==> src/rtl/dec38_sweep.sv <==
// Sequential 3-to-8 decoder: one-hot LED bar plus active-low 7-segment digit for a 3-bit code.
// Latency: button press -> code register in 2 edges after first sample -> LD/SEG one edge later.
// Backpressure: none; free-running board I/O, all outputs registered and updated every edge.
module dec38_sweep #(
    parameter int DIV = 4,
    parameter int CW  = 26
) (
    input  logic       clk,
    input  logic       rst_n,
    input  logic [2:0] SW,
    input  logic       EN,
    input  logic       MODE,
    input  logic       BTN,
    output logic [7:0] LD,
    output logic [6:0] SEG,
    output logic       WRAP
);

    typedef enum logic [1:0] {
        IDLE   = 2'd0,
        MANUAL = 2'd1,
        SWEEP  = 2'd2
    } state_t;

    // Terminal prescaler count; the code steps when the prescaler sits here.
    localparam logic [CW-1:0] PRESC_LAST = CW'(DIV - 1);

    state_t        state;
    state_t        state_nxt;

    // Synchronizer chains: *_m is the metastability flop, *_s the usable copy.
    logic          en_m;
    logic          en_s;
    logic          mode_m;
    logic          mode_s;
    logic          btn_m;
    logic          btn_s;
    logic          btn_d;
    logic          btn_rise;

    // Decoded state qualifiers.
    logic          disp_on;
    logic          load_ok;
    logic          sweep_on;

    logic [2:0]    code_q;
    logic [CW-1:0] presc;
    logic          step;
    logic          wrap_q;

    // Active-low segment pattern (bit0 = a ... bit6 = g) for a 3-bit code.
    function automatic logic [6:0] seg_of(input logic [2:0] c);
        logic [6:0] s;
        case (c)
            3'd0:    s = 7'h40;
            3'd1:    s = 7'h79;
            3'd2:    s = 7'h24;
            3'd3:    s = 7'h30;
            3'd4:    s = 7'h19;
            3'd5:    s = 7'h12;
            3'd6:    s = 7'h02;
            default: s = 7'h78;
        endcase
        return s;
    endfunction

    // Two-flop synchronizers for the switches; the button gets a third flop for edge detection.
    always_ff @(posedge clk or negedge rst_n) begin
        if (!rst_n) begin
            en_m   <= 1'b0;
            en_s   <= 1'b0;
            mode_m <= 1'b0;
            mode_s <= 1'b0;
            btn_m  <= 1'b0;
            btn_s  <= 1'b0;
            btn_d  <= 1'b0;
        end else begin
            en_m   <= EN;
            en_s   <= en_m;
            mode_m <= MODE;
            mode_s <= mode_m;
            btn_m  <= BTN;
            btn_s  <= btn_m;
            btn_d  <= btn_s;
        end
    end

    // One pulse per press; a held button produces nothing further.
    assign btn_rise = btn_s & ~btn_d;

    // FSM state register.
    always_ff @(posedge clk or negedge rst_n) begin
        if (!rst_n) begin
            state <= IDLE;
        end else begin
            state <= state_nxt;
        end
    end

    // FSM next state: a low enable beats everything, then mode picks manual or sweep.
    always_comb begin
        state_nxt = state;
        case (state)
            IDLE: begin
                if (en_s) begin
                    state_nxt = mode_s ? SWEEP : MANUAL;
                end
            end
            MANUAL: begin
                if (!en_s) begin
                    state_nxt = IDLE;
                end else if (mode_s) begin
                    state_nxt = SWEEP;
                end
            end
            SWEEP: begin
                if (!en_s) begin
                    state_nxt = IDLE;
                end else if (!mode_s) begin
                    state_nxt = MANUAL;
                end
            end
            default: state_nxt = IDLE;
        endcase
    end

    // FSM outputs: what each state allows (display, button loads, automatic stepping).
    always_comb begin
        disp_on  = 1'b0;
        load_ok  = 1'b0;
        sweep_on = 1'b0;
        case (state)
            IDLE: begin
                load_ok = 1'b1;
            end
            MANUAL: begin
                disp_on = 1'b1;
                load_ok = 1'b1;
            end
            SWEEP: begin
                disp_on  = 1'b1;
                sweep_on = 1'b1;
            end
            default: begin
                disp_on  = 1'b0;
            end
        endcase
    end

    assign step = sweep_on && (presc == PRESC_LAST);

    // Prescaler: held at zero outside sweep, so every sweep entry starts a full period.
    always_ff @(posedge clk or negedge rst_n) begin
        if (!rst_n) begin
            presc <= '0;
        end else if (!sweep_on || step) begin
            presc <= '0;
        end else begin
            presc <= presc + 1'b1;
        end
    end

    // Code register: sweep steps modulo 8; button loads only outside sweep (stored silently in idle).
    always_ff @(posedge clk or negedge rst_n) begin
        if (!rst_n) begin
            code_q <= 3'd0;
        end else if (step) begin
            code_q <= code_q + 3'd1;
        end else if (btn_rise && load_ok) begin
            code_q <= SW;
        end
    end

    // Wrap flag marks the step that rolled 7 -> 0; a manual load of 0 never sets it.
    always_ff @(posedge clk or negedge rst_n) begin
        if (!rst_n) begin
            wrap_q <= 1'b0;
        end else begin
            wrap_q <= step && (code_q == 3'd7);
        end
    end

    // Output register: WRAP is staged alongside LD/SEG so the pulse coincides with the 0 display.
    always_ff @(posedge clk or negedge rst_n) begin
        if (!rst_n) begin
            LD   <= 8'h00;
            SEG  <= 7'h7F;
            WRAP <= 1'b0;
        end else begin
            LD   <= disp_on ? (8'd1 << code_q) : 8'h00;
            SEG  <= disp_on ? seg_of(code_q) : 7'h7F;
            WRAP <= wrap_q;
        end
    end

endmodule

==> config.mk <==
export PLATFORM = sky130hd
export DESIGN_NAME = dec38_sweep
export DESIGN_NICKNAME = d
export VERILOG_FILES = /design/src/rtl/dec38_sweep.sv
export SDC_FILE = /design/constraint.sdc
export NUM_CORES = 1
export LEC_CHECK = 0
export BUFFER_PORTS_ARGS = -buffer_cell sky130_fd_sc_hd__clkbuf_2
export CAP_MARGIN = 25
export CORE_ASPECT_RATIO = 2
export CORE_MARGIN = 2
export CORE_UTILIZATION = 33
export CTS_BUF_LIST = sky130_fd_sc_hd__clkbuf_4
export DETAILED_ROUTE_END_ITERATION = 10
export PLACE_DENSITY = 0.5
export SYNTH_ARGS = -nofsm -noshare
export SYNTH_HDL_FRONTEND = slang
export SYNTH_SLANG_ARGS = --single-unit
export TNS_END_PERCENT = 5
==> constraint.sdc <==
create_clock -name clk -period 1.8 [get_ports clk]
set_input_delay 0.27 -clock clk [delete_from_list [all_inputs] [get_ports clk]]
set_output_delay 0.27 -clock clk [all_outputs]
set_load 0.01 [all_outputs]
==> flow_summary_export.csv, run 1 <==
group,metric,value,unit
sta,worstMarginPinSlew,0.4498,ns
placed_design,dp_cells,374,
min_path,hold_path_startpoint,"SW[2]",
synth,netlist_area,0.002633,sq mm
global_route,grt_pass1_wl,8.942,mm
critical_path,crit_start,"presc[21]",
route,drc_errors,0,
final_layout,fin_nets,310,
clock_tree,cts_tree,"yes",
run,cap_violations,0,
sta,setup_viol,0,
critical_path,worst_ep_required_time,2.11,ns
synth,synth_cell_type_count,45,
synth,synthTopCellsByCount,"dfrtp_1 (48), nor2_1 (19), nand2_1 (15)",
synth,ys_top_cells_by_area,"dfrtp_1 (46%), dfstp_2 (7.0%), ha_1 (5.7%)",
clock_tree,path_clk_slew,0.16,ns
sta,fmax,588.4,MHz
route,vias,1931,
final_layout,area_growth,18.25,%
route,drtPass1Iterations,4,
synth,ys_warn_count,0,
critical_path,worstSetupPathType,"reg2reg",
critical_path,cp.arrival,2.00,ns
route,wl_per_cell,13.75,um
synth,synth_top_area_share,45.63,%
sta,period_needed,1.700,ns
status,outcome,"finished, final reports clean",
synth,syn_nets,261,
synth,synth_edf_count,0,
global_route,gr-usage-met2,21.90,%
route,routed_wl,5.321,mm
synth,yosysMostFrequentCell,"dfrtp_1",
clock_tree,cts.sinks,55,
die,fp-row-count,46,
global_route,first_global_vias,1917,
sta,fin_skew,0.02247,ns
global_route,grtUsageTotal,13.29,%
die,start_util,33.63,%
power_and_ir_drop,p_leak,1.429,nW
critical_path,crit_path_end_kind,"register",
placed_design,io_buffers,23,
final_layout,fillers,822,
route,drtIter0Drc,124,
power_and_ir_drop,ir_drop,0.0005326,V
clock_tree,worstSkewPairLatency,0.39,ns
die,pin_count,24,
synth,synth_top_area_cell,"dfrtp_1",
critical_path,cp-start-kind,"register",
route,drt-vias-per-instance,4.990,
global_route,overflow,0,
synth,synth.avg_cell_area,10.92,sq um
sta,period_share,94.42,%
final_layout,finalCoreUtilization,39.77,%
final_layout,instances_no_fill,387,
clock_tree,cts_made_buffers,5,
die,dieArea,0.008751,sq mm
sta,hold_viol_final,0,
synth,async_reset_ff_share,100.0,%
sta,timing_max_transition_violations_final,0,
synth,syn-instance-count,241,
global_route,met3_usage,3.103,%
global_route,grt_max_degree,41,
final_layout,drive_above_1_share,27.49,%
clock_tree,cts_root_buffer,"clkbuf_4",
placed_design,dp_hpwl,3.873,mm
final_layout,num_antenna_cells,0,
clock_tree,max-clock-path-buffers,2,
sta,relSlewSlack,70.01,%
min_path,hold_class,"in2reg",
power_and_ir_drop,p_per_area,1046,mW/mm^2
synth,seq_area_frac_synth,52.61,%
route,drtAntennaViolNets,0,
die,core,0.007828,sq mm
global_route,grt_antenna_before_repair,0,
critical_path,crit_fanout,9,
die,die_y,130.3,um
die,fp.dieW,67.16,um
global_route,gr-max-usage-layer,"met2",
synth,synth-seq-cells,55,
critical_path,reg2reg_from,"presc[21]",
sta,setup-tns-final,0,ns
synth,ys.flop_type,"dfrtp_1",
power_and_ir_drop,total_power,0.003256,W
clock_tree,cts_max_level,2,
global_route,gr-usage-met1,16.81,%
placed_design,gp_congestion,0.7842,
[stage by stage]
| step | setup WS, ns | hold WS (ns) | cell area, sq um |
|---|---|---|---|
| 2_1_floorplan | 0.01433 | -0.02559 | 2633 |
| 3_3_place_gp | 0.04726 | 0.2352 | 2988 |
| 3_5_place_dp | 0.06493 | 0.2401 | 2988 |
| 4_1_cts | 0.05819 | 0.1668 | 3089 |
| 5_1_grt | -0.02851 | 0.1727 | 3113 |
| 6_report | 0.1005 | 0.1832 | 3113 |
[flip-flops by register name, summed over array words and instances (netlist names)]
register  flops
btn_s         1
en_s          1
state         2
presc        26
btn_m         1
mode_s        1
SEG           7
code_q        3
LD            8
btn_d         1
wrap_q        1
mode_m        1
WRAP          1
en_m          1
[layer usage]
| layer | wire [um] | share of wire, % |
|---|---|---|
| met1 | 2338 | 44 |
| met4 | 92 | 1.7 |
| met2 | 2724 | 51 |
| met3 | 166 | 3.1 |
| met5 | 0 | 0 |
[critical path, cell delays in order, from the launching register on]
cell and delay, ns:
dfrtp_1 0.44, nor4_1 0.31, nand4_1 0.24, o21ai_1 0.24, buf_4 0.21, o21ba_2 0.17
[final cells by class]
| cell class | count | area, sq um | area share (%) |
|---|---|---|---|
| clock inverters | 2 | 16.27 | 0.5225 |
| clock buffers | 6 | 45.04 | 1.447 |
| flip-flops and latches | 55 | 1386 | 44.53 |
| multi-input cells | 167 | 1160 | 37.26 |
| inverters | 10 | 37.54 | 1.206 |
| repair buffers | 51 | 347.8 | 11.17 |
| well taps | 96 | 120.1 | 3.859 |
[placed cells by master, fill, tap and decap left out, types with 5 or more instances in the layout]
master	n
dfrtp_1	47
clkbuf_2	23
buf_4	23
nor2_1	19
nand2_1	15
xor2_1	12
ha_1	12
a21oi_1	11
o21ai_0	11
inv_1	10
nand3_1	10
nand4_1	9
and2_1	9
dfstp_2	7
clkbuf_4	6
nor4_1	5
mux2_2	5
[cells by family after synthesis]
group	count (synthesis)	synth area share, %
multiplexers	9	3.660
AO/OA/AOI/OAI	36	8.603
AND/OR/NAND/NOR	97	21.20
buffers and inverters	19	3.897
flip-flops	55	52.61
XOR/XNOR	13	4.325
adder cells (fa/ha/maj)	12	5.703
[power by group]
| group | leakage (nW) | switching (W) | internal [W] |
|---|---|---|---|
| combinational | 0.683 | 0.000627 | 0.000491 |
| sequential | 0.714 | 0.000112 | 0.00146 |
| clock | 0.0323 | 0.000395 | 0.000174 |
| total | 1.43 | 0.00113 | 0.00212 |
[final timing paths]
kind	end	slack, ns	depth (start not counted)
hold / removal	code_q[2]	0.18	3
max in group asynchronous	SEG[2]	0.85	3
setup / recovery	presc[25]	0.10	5
setup reg to reg	presc[25]	0.10	5
hold reg to reg	en_s	0.37	0
min in group asynchronous	presc[21]	0.33	2
[timing repair]
action                                  4_1_cts  5_1_grt
endpoints found under the setup margin        0       20
hold endpoints to repair                     18        0
gates resized for setup                       0        6
buffers inserted                              0        1
hold buffers                                  4        0
Note: power is estimated with default switching activity, not from simulation.
==> inputs of run 2 (changes only) <==
Settings changed: ABC_AREA set to 1.
==> run 2 against run 1 <==
  * Clock skew decreased by 0.015 ns
  * Sequential share of layout area decreased by 1.6 points
  * Power is 2.9% higher
  * Die area increased by 7.8%
  * Clock power up 1%
  * Final area increased by 3.6%
  * Global-route usage rose by 1.7 points
  * First-iteration DRC count is 44% lower
  * Largest cell class unchanged
==> flow_summary_export.csv, run 2 <==
group,metric,value,unit
status,outcome,"finished, final reports clean",
critical_path,crit_fanout,4,
clock_tree,worstSkewPairLatency,0.39,ns
clock_tree,cts-resized-gates,0,
power_and_ir_drop,p_int,0.002082,W
sta,fmax,658.2,MHz
route,drc_errors,0,
synth,yosysMostFrequentCell,"nand2_1",
sta,setup-tns-final,0,ns
route,drtPass1Iterations,6,
clock_tree,cts_hold_buf,4,
die,die_y,135.3,um
clock_tree,max-clock-path-buffers,2,
power_and_ir_drop,combPwrFrac,35.9,%
synth,synthTopCellsByCount,"nand2_1 (86), nor2_1 (85), dfrtp_1 (48)",
clock_tree,cts_tree,"yes",
synth,syn_nets,378,
die,start_util,33.38,%
power_and_ir_drop,p_per_area,1038,mW/mm^2
power_and_ir_drop,p_sw,0.001267,W
critical_path,ff2ff_setup_slack,0.28,ns
placed_design,pre_cts_slack,0.2730,ns
placed_design,placed_area,0.003126,sq mm
final_layout,drive_above_1_share,14.68,%
min_path,min_delay_path_depth,5,
sta,setup_ws,0.2807,ns
critical_path,worst_ep_required_time,2.14,ns
critical_path,cp_slowest_stage_delay,0.45,ns
synth,synth_top_area_share,42.20,%
run,cap_violations,0,
sta,hold_viol_final,0,
synth,seq_area_frac_synth,48.66,%
critical_path,cp_common_cell,"nor2_1",
sta,worstMarginPinSlew,0.3024,ns
critical_path,cp.arrival,1.86,ns
critical_path,reg2reg_to,"presc[18]",
power_and_ir_drop,p_leak,1.561,nW
synth,synth_edf_count,0,
clock_tree,path_clk_slew,0.16,ns
sta,timing_max_transition_violations_final,0,
global_route,grt_max_degree,56,
critical_path,reg2reg_from,"presc[1]",
final_layout,mostFrequentLayoutCells,"nand2_1 (86), nor2_1 (85), dfrtp_1 (48), inv_1 (43), nand3_1 (26)",
route,routed_wl,6.575,mm
synth,netlist_area,0.002846,sq mm
global_route,overflow,0,
die,dieArea,0.009429,sq mm
route,drtAntennaViolNets,0,
synth,synth-seq-cells,55,
synth,ys.flop_type,"dfrtp_1",
synth,synth_top_area_cell,"dfrtp_1",
final_layout,fillers,922,
placed_design,io_buffers,23,
global_route,grt_pass1_wl,10.80,mm
synth,ys_top_cells_by_area,"dfrtp_1 (42%), nand2_1 (11%), nor2_1 (11%)",
final_layout,final_common_cell,"nand2_1",
critical_path,rr_worst_depth,8,
critical_path,crit_path_end_kind,"register",
final_layout,top_regs,"presc x26, LD x8, SEG x7",
critical_path,crit_slowest_cell,"dfrtp_1",
clock_tree,cts_made_buffers,5,
die,fp.dieW,69.67,um
global_route,grt_antenna_before_repair,1,
critical_path,cp.buffers_inverters,0,
final_layout,fin_nets,414,
synth,async_reset_ff_share,100.0,%
clock_tree,cts.sinks,55,
sta,setup_viol,0,
global_route,first_global_vias,2412,
route,drt-vias-per-instance,4.653,
synth,synth.avg_cell_area,7.951,sq um
min_path,hold_class,"in2reg",
min_path,holdPathEnd,"code_q[2]",
power_and_ir_drop,p_seq_share,47.0,%
die,fp-row-count,48,
power_and_ir_drop,pwr-share-clk,17.1,%
sta,period_needed,1.519,ns
synth,ys_warn_count,0,
synth,synth_cell_type_count,27,
die,core,0.008528,sq mm
critical_path,worstSetupPathType,"reg2reg",
clock_tree,cts_root_buffer,"clkbuf_4",
route,drtIter0Drc,69,
placed_design,gp_congestion,0.8327,
route,vias,2308,
final_layout,area_growth,13.32,%
critical_path,cp-start-kind,"register",
sta,rsz0062_at_grt,"false",
global_route,grtUsageTotal,15.00,%
power_and_ir_drop,ir_drop,0.0004539,V
placed_design,dp_hpwl,5.096,mm
sta,fin_skew,0.007186,ns
sta,relSlewSlack,79.77,%
synth,syn-instance-count,358,
final_layout,largest_reg_flops,26,
route,wl_per_cell,13.26,um
sta,period_share,84.40,%
critical_path,worstPathCellList,"ha_1, nand3_1, nor2_1, nand2_1, nor2_2, nor2_1, nand2_1, nor2_1",
clock_tree,cts_setup_buffers,0,
final_layout,fin_area,0.003226,sq mm
final_layout,top_register,"presc",
critical_path,crit_family,"simple AND/OR/NAND/NOR gates",
power_and_ir_drop,swShare,37.83,%
die,pin_count,24,
clock_tree,cts_max_level,2,
min_path,hold_path_startpoint,"SW[2]",
[run 2: cell count changes after synthesis, sizes merged, moves of 5 or more]
cell	delta
nand3	+18
and4	-6
nand4	-7
nor3	+8
nor4	-5
inv	+34
and3	-5
nand2	+73
nor2	+71
xor2	-10
o21ai	-9
and2	-11
[run 2: tightest hold or removal path, cell delays in order]
cell	delay (ns)
clkbuf_2	0.08
nand2_1	0.06
nand2_1	0.05
nand2_1	0.05
nand2_1	0.04
[run 2: logic make-up after synthesis]
| group | synth area share (%) |
|---|---|
| AND/OR/NAND/NOR | 33.01 |
| flip-flops | 48.66 |
| buffers and inverters | 6.900 |
| AO/OA/AOI/OAI | 3.209 |
| adder cells (fa/ha/maj) | 5.275 |
| XOR/XNOR | 2.154 |
| multiplexers | 0.7912 |
[run 2: power by group through the flow]
stage / combinational, W / clock (W) / sequential, W
floorplan: 0.000715 / 0 / 0.00165
global placement: 0.00121 / 0 / 0.00160
detailed placement: 0.00121 / 0 / 0.00160
CTS: 0.00123 / 0.000605 / 0.00158
global route: 0.00135 / 0.000641 / 0.00160
finish: 0.00120 / 0.000574 / 0.00157
[run 2: cell type report]
cell class | instances | area (sq um) | area share [%]
sequential | 55 | 1385 | 42.94
multi-input combinational | 255 | 1265 | 39.22
clock buffer | 6 | 45.04 | 1.396
inverter | 44 | 165.2 | 5.120
clock inverter | 2 | 12.51 | 0.3879
antenna | 1 | 2.502 | 0.07758
timing repair buffer | 33 | 225.2 | 6.982
tap | 100 | 125.1 | 3.879
[run 2: layer usage]
| metal | GRT usage, % | share of wire (%) | vias to the layer above |
|---|---|---|---|
| met3 | 2.604 | 2.8 | 30 |
| li1 | - | - | 1181 |
| met2 | 30.02 | 57 | 53 |
| met1 | 12.06 | 32 | 1044 |
| met5 | 0 | 0 | - |
| met4 | 12.29 | 8.2 | 0 |
[run 2: worst max-delay path by stage]
stage,from,end,slack (ns),depth (start not counted)
2_1_floorplan,state[0],state[0],0.35,6
3_3_place_gp,presc[1],presc[22],0.31,8
3_5_place_dp,presc[1],presc[22],0.27,8
4_1_cts,presc[1],presc[18],0.23,8
5_1_grt,presc[1],presc[22],0.08,8
6_report,presc[1],presc[18],0.28,8
[run 2: per-stage QoR]
stage	total power, W	utilization [%]	cells	hold WS (ns)
after global placement	0.002813	36.65	483	0.2972
after detailed placement	0.002818	36.65	483	0.2979
after CTS	0.003410	37.79	495	0.1477
final	0.003349	37.82	496	0.1596
after floorplan	0.002364	-	358	-0.02559
after global routing	0.003586	37.82	496	0.1709
==> inputs of run 3 (changes only) <==
Settings changed: ABC_AREA 1 to 0, PLACE_DENSITY 0.5 to 0.48.
Clock period 1.8 ns to 1.6 ns, I/O delays scaled along.
==> run 3 against run 2 <==
  * Clock skew grew 0.0042 ns
  * Register-to-register slack lost 0.33 ns
  * Die area shrank 7.2%
  * The flow now finishes with violations (setup timing)
  * Wire length shrank 12%
  * Combinational power grew 24%
  * Sequential share of layout area shrank 3.9 points
  * Clock power grew 8.9%
  * First-iteration DRC count grew 54%
  * Utilization grew 7.6 points
  * Critical path type unchanged
  * Largest cell class unchanged
==> flow_summary_export.csv, run 3 (synthesis results as in run 1) <==
group,metric,value,unit
status,outcome,"complete, but fails checks",
status,violations,"setup timing",
sta,setup_ws,-0.04464,ns
power_and_ir_drop,pwr-share-clk,16.1,%
sta,timing_max_transition_violations_final,0,
clock_tree,max-clock-path-buffers,2,
route,vias,2098,
route,wl_per_cell,13.57,um
final_layout,ff_latch_area,0.001389,sq mm
placed_design,placed_area,0.003269,sq mm
final_layout,final_common_cell,"buf_4",
clock_tree,cts.sinks,55,
clock_tree,cts_made_buffers,5,
die,fp.dieW,67.16,um
global_route,overflow,0,
placed_design,pre_cts_slack,-0.1863,ns
critical_path,cp.arrival,1.98,ns
final_layout,drive_above_1_share,43.77,%
route,drtIter0Drc,106,
power_and_ir_drop,ir_drop,0.0007973,V
global_route,grtUsageTotal,14.74,%
power_and_ir_drop,total_power,0.003890,W
power_and_ir_drop,p_sw,0.001361,W
sta,relSlewSlack,79.03,%
final_layout,top_register,"presc",
die,core,0.007828,sq mm
clock_tree,cts_tree,"yes",
power_and_ir_drop,combPwrFrac,38.4,%
final_layout,fillers,789,
placed_design,io_buffers,23,
final_layout,fin_nets,348,
clock_tree,path_clk_slew,0.16,ns
sta,rsz0062_at_grt,"true",
route,drtPass1Iterations,4,
route,drtAntennaViolNets,0,
power_and_ir_drop,p_seq_share,45.5,%
final_layout,fin_area,0.003555,sq mm
global_route,grt_antenna_before_repair,0,
power_and_ir_drop,p_per_area,1094,mW/mm^2
final_layout,multi_input_area,0.001310,sq mm
die,die_y,130.3,um
sta,hold_viol_final,0,
clock_tree,worstSkewPairLatency,0.39,ns
die,pin_count,24,
clock_tree,cts_root_buffer,"clkbuf_4",
sta,period_needed,1.645,ns
route,drc_errors,0,
final_layout,top_regs,"presc x26, LD x8, SEG x7",
critical_path,crit_path_end_kind,"register",
sta,fin_skew,0.01138,ns
die,dieArea,0.008751,sq mm
critical_path,worstSetupPathType,"reg2reg",
sta,worstMarginPinSlew,0.3106,ns
sta,setup_viol,10,
final_layout,mostFrequentLayoutCells,"buf_4 (56), dfrtp_1 (45), clkbuf_2 (23), nor2_1 (19), nand2_1 (15)",
power_and_ir_drop,swShare,34.98,%
final_layout,largest_reg_flops,26,
sta,fmax,608.0,MHz
die,start_util,33.63,%
critical_path,cp-start-kind,"register",
global_route,first_global_vias,2097,
critical_path,crit_fanout,8,
global_route,grt_max_degree,56,
placed_design,gp_congestion,0.8240,
die,fp-row-count,46,
global_route,grt_pass1_wl,9.880,mm
power_and_ir_drop,p_int,0.002529,W
power_and_ir_drop,p_leak,1.649,nW
route,drt-vias-per-instance,4.936,
final_layout,num_antenna_cells,0,
critical_path,worst_ep_required_time,1.94,ns
route,routed_wl,5.767,mm
clock_tree,cts_max_level,2,
sta,setup-tns-final,-0.2120,ns
placed_design,dp_hpwl,4.144,mm
run,cap_violations,0,
min_path,hold_class,"in2reg",
sta,period_share,102.8,%
final_layout,area_growth,35.03,%
[run 3: changes by cell type in the layout (fill, tap and decap cells not counted), moves of 5 or more]
| cell | change |
|---|---|
| nand4_1 | +6 |
| xor2_1 | +10 |
| nor2_1 | -66 |
| buf_4 | +52 |
| nor3_1 | -9 |
| o21ai_0 | +7 |
| inv_1 | -34 |
| nand2_1 | -71 |
| nand3_1 | -18 |
| and2_1 | +9 |
| ha_1 | -5 |
[run 3: what timing repair did]
action / in CTS / in global routing
endpoints found under the setup margin: 28 / 30
cloned: 1 / 0
hold endpoints to repair: 51 / 0
gates resized for setup: 11 / 25
hold buffers: 4 / 0
setup buffers: 4 / 1
pin swaps: 6 / 8
[run 3: metal layers]
| metal | global-route usage (%) | up-vias | routed length [um] |
|---|---|---|---|
| li1 | - | 1027 | - |
| met1 | 20.42 | 1041 | 2712 |
| met2 | 22.60 | 24 | 2816 |
| met3 | 3.190 | 6 | 151 |
| met4 | 5.042 | 0 | 87 |
| met5 | 0 | - | 0 |
[run 3: power by group through the flow]
| stage | Combinational [W] | Sequential (W) | Clock (W) |
|---|---|---|---|
| 2_1_floorplan | 0.000795 | 0.00185 | 0 |
| 3_3_place_gp | 0.00143 | 0.00179 | 0 |
| 3_5_place_dp | 0.00146 | 0.00180 | 0 |
| 4_1_cts | 0.00149 | 0.00177 | 0.000665 |
| 5_1_grt | 0.00170 | 0.00180 | 0.000707 |
| 6_report | 0.00149 | 0.00177 | 0.000625 |
[run 3: worst max-delay path, cell delays in order, from the launching register on]
cell and delay [ns]:
dfrtp_1 0.42, and4_1 0.23, buf_6 0.16, nand4_4 0.12
or4b_4 0.54, a21oi_2 0.12
[run 3: through the flow]
| step | instances | hold slack (ns) | utilization, % |
|---|---|---|---|
| after floorplan | 241 | -0.05559 | - |
| after detailed placement | 407 | 0.2693 | 41.77 |
| after CTS | 424 | 0.1128 | 44.17 |
| final | 425 | 0.1415 | 45.41 |
| after global placement | 407 | 0.2644 | 41.77 |
| after global routing | 425 | 0.1177 | 45.41 |
[run 3: area by class of cell]
cell class	count	share of cell area [%]
flip-flops and latches	55	39.07
multi-input cells	168	36.85
repair buffers	88	18.02
well taps	96	3.379
clock buffers	5	1.056
inverters	10	1.056
clock inverters	3	0.5632
[run 3: final timing paths]
check	from	endpoint	slack [ns]	depth (start not counted)
worst max register to register	presc[6]	presc[19]	-0.04	5
worst min register to register	wrap_q	WRAP	0.37	0
worst max-delay path	presc[6]	presc[19]	-0.04	5
max in group asynchronous	rst_n	SEG[6]	0.92	3
min in group asynchronous	rst_n	presc[21]	0.34	3
worst min-delay path	SW[0]	code_q[0]	0.14	3
